[config.mk]
export PLATFORM = sky130hd
export DESIGN_NAME = pulse_rate_decoder
export DESIGN_NICKNAME = d
export VERILOG_FILES = /design/src/rtl/pulse_rate_decoder.sv
export SDC_FILE = /design/constraint.sdc
export NUM_CORES = 1
export LEC_CHECK = 0
export CORE_MARGIN = 5
export CORE_UTILIZATION = 60
export CTS_BUF_LIST = sky130_fd_sc_hd__clkbuf_2
export DETAILED_ROUTE_END_ITERATION = 8
export PLACE_DENSITY = 0.82
export SLEW_MARGIN = 20
export SYNTH_ARGS = -nofsm -noshare
export SYNTH_HDL_FRONTEND = slang
export SYNTH_SLANG_ARGS = --single-unit
[constraint.sdc]
create_clock -name ClockIn -period 6.4 [get_ports ClockIn]
set_clock_uncertainty 0.2 [all_clocks]
set_input_delay 1.28 -clock ClockIn [delete_from_list [all_inputs] [get_ports ClockIn]]
set_output_delay 1.28 -clock ClockIn [all_outputs]
set_load 0.03 [all_outputs]
[src/rtl/pulse_rate_decoder.sv]
// Tick-interval decoder: measures cycles between PulseIn ticks, recovers the 2-bit speed code and locks.
// Optional `PULSE_COUNT_EN adds TickCount, a 4-bit count of lock-keeping ticks.
//
//   state   | meaning
//   --------+---------------------------------------------------------------
//   IDLE    | no reference tick yet; counter parked at 0
//   MEASURE | timing intervals, building up MatchCnt toward LOCK_COUNT
//   LOCKED  | rate stable; SpeedOut valid, any off-rate interval unlocks
module pulse_rate_decoder #(
  parameter int CLOCK_FREQUENCY = 500,
  parameter int LOCK_COUNT      = 2
) (
  input  logic                              ClockIn,
  input  logic                              ResetN,
  input  logic                              PulseIn,
  output logic [1:0]                        SpeedOut,
  output logic                              Locked,
  output logic                              Error,
  output logic [$clog2(CLOCK_FREQUENCY):0]  Period
`ifdef PULSE_COUNT_EN
  ,
  output logic [3:0]                        TickCount
`endif
);

  localparam int W = $clog2(CLOCK_FREQUENCY) + 1;

  localparam logic [W-1:0] CNT_ONE = W'(1);
  localparam logic [W-1:0] CNT_MAX = W'(CLOCK_FREQUENCY + 1);
  localparam logic [W-1:0] P_TWO   = W'(2);
  localparam logic [W-1:0] P_F     = W'(CLOCK_FREQUENCY);
  localparam logic [W-1:0] P_F2    = W'(CLOCK_FREQUENCY / 2);
  localparam logic [W-1:0] P_F4    = W'(CLOCK_FREQUENCY / 4);
  localparam logic [3:0]   LOCK_TGT = 4'(LOCK_COUNT);

  typedef enum logic [1:0] {
    IDLE    = 2'd0,
    MEASURE = 2'd1,
    LOCKED  = 2'd2
  } state_t;

  state_t       state;
  logic [W-1:0] cnt;
  logic [3:0]   match_cnt;
  logic [1:0]   cand;

  logic         is_match;
  logic [1:0]   code;
  logic [3:0]   match_next;

  // Exact-match classification of the interval that ends on this cycle's pulse.
  always_comb begin
    is_match = 1'b1;
    code     = 2'b00;
    if (cnt == P_TWO)
      code = 2'b00;
    else if (cnt == P_F)
      code = 2'b01;
    else if (cnt == P_F2)
      code = 2'b10;
    else if (cnt == P_F4)
      code = 2'b11;
    else
      is_match = 1'b0;
  end

  // A run only continues if the previous interval matched with the same code.
  always_comb begin
    match_next = 4'd1;
    if (match_cnt != 4'd0 && code == cand)
      match_next = match_cnt + 4'd1;
  end

  always_ff @(posedge ClockIn or negedge ResetN) begin
    if (!ResetN) begin
      state     <= IDLE;
      cnt       <= '0;
      match_cnt <= 4'd0;
      cand      <= 2'b00;
      SpeedOut  <= 2'b00;
      Locked    <= 1'b0;
      Error     <= 1'b0;
      Period    <= '0;
`ifdef PULSE_COUNT_EN
      TickCount <= 4'd0;
`endif
    end else begin
      Error <= 1'b0;
      case (state)
        IDLE: begin
          cnt       <= '0;
          match_cnt <= 4'd0;
          if (PulseIn) begin
            cnt   <= CNT_ONE;
            state <= MEASURE;
          end
        end

        MEASURE: begin
          if (PulseIn) begin
            cnt    <= CNT_ONE;
            Period <= cnt;
            if (is_match) begin
              match_cnt <= match_next;
              cand      <= code;
              // >= so that LOCK_COUNT=1 relocks on the interval after an unlock
              if (match_next >= LOCK_TGT) begin
                state    <= LOCKED;
                Locked   <= 1'b1;
                SpeedOut <= code;
`ifdef PULSE_COUNT_EN
                TickCount <= 4'd0;
`endif
              end
            end else begin
              match_cnt <= 4'd0;
            end
          end else if (cnt == CNT_MAX) begin
            state     <= IDLE;
            Locked    <= 1'b0;
            Error     <= 1'b1;
            match_cnt <= 4'd0;
            cnt       <= '0;
          end else begin
            cnt <= cnt + CNT_ONE;
          end
        end

        LOCKED: begin
          if (PulseIn) begin
            cnt    <= CNT_ONE;
            Period <= cnt;
            if (is_match && code == SpeedOut) begin
`ifdef PULSE_COUNT_EN
              TickCount <= TickCount + 4'd1;
`endif
            end else begin
              state  <= MEASURE;
              Locked <= 1'b0;
              Error  <= 1'b1;
              if (is_match) begin
                match_cnt <= 4'd1;
                cand      <= code;
              end else begin
                match_cnt <= 4'd0;
              end
            end
          end else if (cnt == CNT_MAX) begin
            state     <= IDLE;
            Locked    <= 1'b0;
            Error     <= 1'b1;
            match_cnt <= 4'd0;
            cnt       <= '0;
          end else begin
            cnt <= cnt + CNT_ONE;
          end
        end

        default: begin
          state     <= IDLE;
          cnt       <= '0;
          match_cnt <= 4'd0;
          Locked    <= 1'b0;
        end
      endcase
    end
  end

endmodule
==> results of run 1 <==
==> cells in the mapped netlist, drive strengths merged <==
library cell / number / area share [%]
ha: 10 / 6.4
nand4b: 1 / 0.45
mux2: 14 / 8.3
buf: 6 / 3.0
and3: 4 / 1.3
or2: 1 / 0.32
o2bb2ai: 1 / 0.45
a21oi: 6 / 2.7
o211ai: 1 / 0.64
nand3b: 2 / 0.77
mux2i: 2 / 1.2
nor3: 2 / 0.51
a22o: 1 / 0.45
nor4: 6 / 2.2
inv: 9 / 1.7
nor3b: 3 / 1.4
o31ai: 2 / 0.77
nor4b: 3 / 2.4
nand2: 10 / 1.9
xnor2: 3 / 1.3
o311ai: 1 / 1.3
a22oi: 1 / 0.38
clkbuf: 2 / 0.45
a21o: 2 / 0.77
o22ai: 2 / 0.64
o221ai: 1 / 0.45
a31oi: 3 / 0.96
nand4: 4 / 1.9
nand3: 9 / 2.6
dfrtp: 32 / 41
xor2: 9 / 4.0
nor2: 18 / 3.5
nor2b: 3 / 0.96
o21ai: 7 / 1.8
and4: 2 / 0.90
==> area by class of cell <==
cell class                 count  area (um2)
tap                           44       55.05
multi-input combinational    134        1051
timing repair buffer          17       167.7
fill                         249       904.6
clock inverter                 2       35.03
sequential                    32       800.8
clock buffer                   6       30.03
inverter                       9       33.78
==> power groups by stage <==
stage,combinational [mW],clock (mW),sequential [mW]
6_report,0.194,0.137,0.238
5_1_grt,0.220,0.152,0.240
4_1_cts,0.195,0.140,0.238
3_5_place_dp,0.194,0,0.241
3_3_place_gp,0.188,0,0.240
2_1_floorplan,0.138,0,0.249
==> flip-flops by register name (all words and copies together) (netlist names) <==
name,flops
Error,1
Locked,1
Period,10
cand,2
cnt,10
match_cnt,4
state,2
SpeedOut,2
==> how the worst max path moves through the flow <==
| stage | startpoint | to | slack, ns | cells after the start |
|---|---|---|---|---|
| 4_1_cts | SpeedOut[1] | SpeedOut[1] | 3.39 | 1 |
| 3_3_place_gp | PulseIn | state[0] | 3.14 | 4 |
| 2_1_floorplan | cnt[1] | state[0] | 3.91 | 9 |
| 5_1_grt | PulseIn | match_cnt[3] | 3.32 | 5 |
| 6_report | SpeedOut[1] | SpeedOut[1] | 3.41 | 1 |
| 3_5_place_dp | PulseIn | match_cnt[1] | 3.06 | 5 |
==> worst register-to-register path, delay by kind of cell, from the launching register on <==
kind / cells / cell delay (ns)
DFF: 1 / 0.45
and+or+nand+nor: 2 / 0.36
AOI/OAI and AO/OA: 3 / 0.53
adders and majority gates: 1 / 0.19
buffers and inverters: 1 / 0.13
muxes: 2 / 0.89
==> through the flow <==
stage	setup WS [ns]	total power [mW]	hold slack, ns
final	3.414	0.5691	0.3058
after global routing	3.316	0.6117	0.3476
after CTS	3.392	0.5728	0.3110
after detailed placement	3.056	0.4354	0.2694
after global placement	3.145	0.4277	0.2619
after floorplan	3.913	0.3872	0.2983
==> logic make-up (layout without fill, tap and decap cells) <==
group	Yosys count	in the layout	synth area share, %
muxes	16	16	9.481
adders and majority gates	10	10	6.406
AOI/OAI and AO/OA	28	28	11.34
DFF	32	32	41.00
buffers and inverters	17	34	5.188
xor gates and xnor gates	12	12	5.382
and+or+nand+nor	68	68	21.20
==> metal layers <==
metal  global-route usage (%)  up-vias  wire [um]
li1                         -      690          -
met5                        0        -          0
met2                    37.18       36       2022
met4                    6.329        0         46
met3                    5.396        5        170
met1                    23.51      710       1586
==> flow_summary.ini, run 1 <==
[status]
status = complete, no violations

[critical_path]
ff2ff_setup_slack_ns = 3.57
required_ns = 4.92
slowest_stage = clkdlybuf4s50_1
cp_top_family = buffers and inverters
crit-reg2reg-launch = cnt[1]
critPathKind = reg -> out
worst_ep_arrival_time_ns = 1.51
path_cells = clkdlybuf4s50_1
r2r_cells = 9
crit_path_max_fanout = 3
worst_setup_path_end_kind = output port
critPathLaunchType = flop
r2r_end = state[0]
critPathMaxStageDelay_ns = 0.69
path_buf_inv = 1

[sta]
fmax_ghz = 0.3349
setup_tns_ns = 0
slew_headroom_pct = 40.18
finalCritPeriodShare_pct = 46.65
finalMaxSlewViolations = 0
hold_violations = 0
setup_viol = 0
fin_crit_ns = 2.986
worst_pin_slew_ns = 0.8848
rsz0062_at_grt = no

[placed_design]
dp.cells = 236
hpwl_um = 2803
gp_congestion = 0.9361
io_buffers = 16
placed_area_um2 = 2108

[layout]
utilization_pct = 70.61
most-common-layout-cells = dfrtp_1 (32), nor2_1 (18), clkdlybuf4s50_1 (16)
fin_area_um2 = 2173
stdcell_count = 244
area_growth_pct = 11.27
final_layout_size_suffix_gt1_share_pct = 18.50
n_antenna_cell = 0
final_common_cell = dfrtp_1
nNetsFinal = 212

[synth]
netlist_instances = 183
seq_area_frac_synth_pct = 41.00
syn_avg_cell_area_um2 = 10.67
ys_warn_count = 0
synth-seq-cells = 32
syn_area_um2 = 1953
synth.distinct_cells = 49
syn_nets = 196

[global_routing]
grt-ovfl-total = 0
grt_max_degree = 33
grt_pass1_wl_um = 6927
grt_antenna_before_repair = 0
grt_use_total_pct = 20.64
grt_pass1_vias = 1498

[cts]
clk_pin_slew_worst_paths_ns = 0.18
clockBufferDepth = 2
post-cts-setup-buffer-count = 0
cts_root_buffer = clkbuf_2
post_cts_resized = 0
cts_buffers = 5
h-tree-depth = 2
cts.sinks = 32
tritoncts = yes
holdBufCountCts = 0
clkLatencyLatePin_ns = 0.37

[detailed_routing]
ant_nets = 0
drc_errors = 0
drt-total-wl_um = 3825
routed_via_density = 5.906
detail_route.first_pass.iterations = 4
dr_total_vias = 1441
initialDrtViolationCount = 69
wl_per_cell_um = 15.68

[power]
swShare_pct = 35.56
p_int_mw = 0.3667
pwr-share-seq_pct = 41.8
leakagePower_nw = 0.9868
power_frac_comb_pct = 34.1
switchingPower_mw = 0.2024
p_per_area_nw_per_um2 = 261.8
clkPwrFrac_pct = 24.0
vdd_ir_drop_max_mv = 0.2624

[worst_hold_path]
holdCritStartpoint = Period[0]
min_delay_worst_endpoint = Period[0]
hp-class = reg -> reg
whs_path_depth = 2

[die]
ios = 17
dieArea_um2 = 4496
fp-row-count = 20
start_util_pct = 63.46
fp.coreArea_um2 = 3078
fp.dieH_um = 67.06
fp.dieW_um = 67.06

[job]
maxCapViolCount = 0
(Power assumes the default switching activity.)
==> inputs of run 2 (changes only) <==
Settings changed: CORE_UTILIZATION 60 to 54, PLACE_DENSITY 0.82 to 0.78.
Clock period 6.4 ns to 2.6 ns, I/O delays scaled along.
==> flow_summary.ini, run 2 (synthesis results as in run 1) <==
[critical_path]
critPathMaxStageDelay_ns = 0.42
worst_ep_arrival_time_ns = 2.66
required_ns = 2.68
path_common_cell = buf_4
worst_setup_path_end_kind = flop
slowest_stage = dfrtp_1
path_buf_inv = 3
critPathKind = reg -> reg
critPathLaunchType = flop
path_cells = buf_4 > ha_4 > nor4b_4 > nand3_2 > a21oi_4 > buf_4 > xnor2_2 > buf_4 > and4_1 > o31ai_1 > o21ai_1
crit_path_max_fanout = 4
cp_top_family = simple AND/OR/NAND/NOR gates

[global_routing]
grt_max_degree = 33
grt_pass1_vias = 1564
grt_use_total_pct = 19.03
grt-ovfl-total = 0
grt_pass1_wl_um = 7417
grt_antenna_before_repair = 0

[die]
dieArea_um2 = 4920
fp.dieW_um = 70.14
fp.coreArea_um2 = 3416
fp.dieH_um = 70.14
fp-row-count = 21
start_util_pct = 57.18
ios = 17

[placed_design]
hpwl_um = 2939
detailedPlace.worstSlack_ns = -0.1066
io_buffers = 16
gp_congestion = 0.8168

[cts]
clk_pin_slew_worst_paths_ns = 0.19
cts.sinks = 32
cts_buffers = 5
tritoncts = yes
h-tree-depth = 2
clkLatencyLatePin_ns = 0.39
cts_root_buffer = clkbuf_2
clockBufferDepth = 2

[worst_hold_path]
hp-class = in -> async

[detailed_routing]
initialDrtViolationCount = 190
drc_errors = 0
ant_nets = 0
dr_total_vias = 1614
drt-total-wl_um = 4759
wl_per_cell_um = 17.69
detail_route.first_pass.iterations = 4
routed_via_density = 6.000

[sta]
fin_crit_ns = 2.582
hold_violations = 0
finalCritPeriodShare_pct = 99.31
worst_pin_slew_ns = 0.6695
rsz0062_at_grt = yes
fmax_ghz = 0.3873
slew_headroom_pct = 55.27
holdWs_ns = 0.2908
setup_viol = 0
finalMaxSlewViolations = 0
setup_slack_ns = 0.01799

[layout]
final_common_cell = dfrtp_1
n_antenna_cell = 0
utilization_pct = 72.56
largestRegisters = Period: 10 flops, cnt: 10 flops, match_cnt: 4 flops
most-common-layout-cells = dfrtp_1 (30), buf_4 (21), nor2_1 (18)
area_growth_pct = 26.91
final_layout_size_suffix_gt1_share_pct = 32.74
nNetsFinal = 235

[power]
leakagePower_nw = 1.107
p_per_area_nw_per_um2 = 634.2
vdd_ir_drop_max_mv = 0.3882

[job]
maxCapViolCount = 0

[status]
status = complete, no violations
run 2: final cells by class:
| class | count | area (um2) |
|---|---|---|
| fillers | 224 | 937.1 |
| repair buffers | 40 | 360.3 |
| well taps | 46 | 57.56 |
| flip-flops and latches | 32 | 803.3 |
| clock buffers | 6 | 30.03 |
| inverters | 9 | 33.78 |
| multi-input cells | 134 | 1159 |
| clock inverters | 2 | 35.03 |
run 2: worst paths after layout:
kind / endpoint / slack (ns) / from / depth (start not counted)
min in group ClockIn: Locked / 0.31 / Locked / 1
max in group asynchronous: cnt[6] / 1.57 / ResetN / 2
worst min register to register: Locked / 0.31 / Locked / 1
worst max-delay path: match_cnt[3] / 0.02 / cnt[0] / 11
worst max register to register: match_cnt[3] / 0.02 / cnt[0] / 11
worst min-delay path: Period[9] / 0.29 / ResetN / 2
run 2: stage by stage:
step	setup TNS (ns)	cells	area, um2	total power [mW]
detailed placement	-0.2843	251	2208	1.115
floorplan	0	183	1953	0.9531
global route	-0.3244	269	2479	1.665
global placement	0	251	2208	1.091
CTS	0	262	2357	1.510
finish	0	269	2479	1.572
run 2: repair_timing:
action                                  4_1_cts  5_1_grt
endpoints found under the setup margin        5       11
resized for setup                             9       13
setup buffers                                 3        7
cloned                                        0        0
hold buffers                                  0        0
pin swaps                                     5        8
run 2: routing by layer:
layer | vias to the layer above | GRT usage, % | routed length, um
met3 | 15 | 5.022 | 257
met1 | 816 | 24.09 | 2062
li1 | 735 | - | -
met5 | - | 0 | 0
met4 | 0 | 6.596 | 101
met2 | 48 | 31.37 | 2338
run 2: where the power goes:
group | internal (mW) | total (mW) | switching [mW]
registers | 0.541 | 0.577 | 0.0366
logic | 0.287 | 0.648 | 0.361
clock network | 0.166 | 0.347 | 0.182
==> inputs of run 3 (changes only) <==
Settings changed: ABC_CLOCK_PERIOD_IN_PS from default to 2600, CAP_MARGIN from default to 15.
==> results of run 3 <==
Final layout, timing and power as in run 2 (identical DEF).
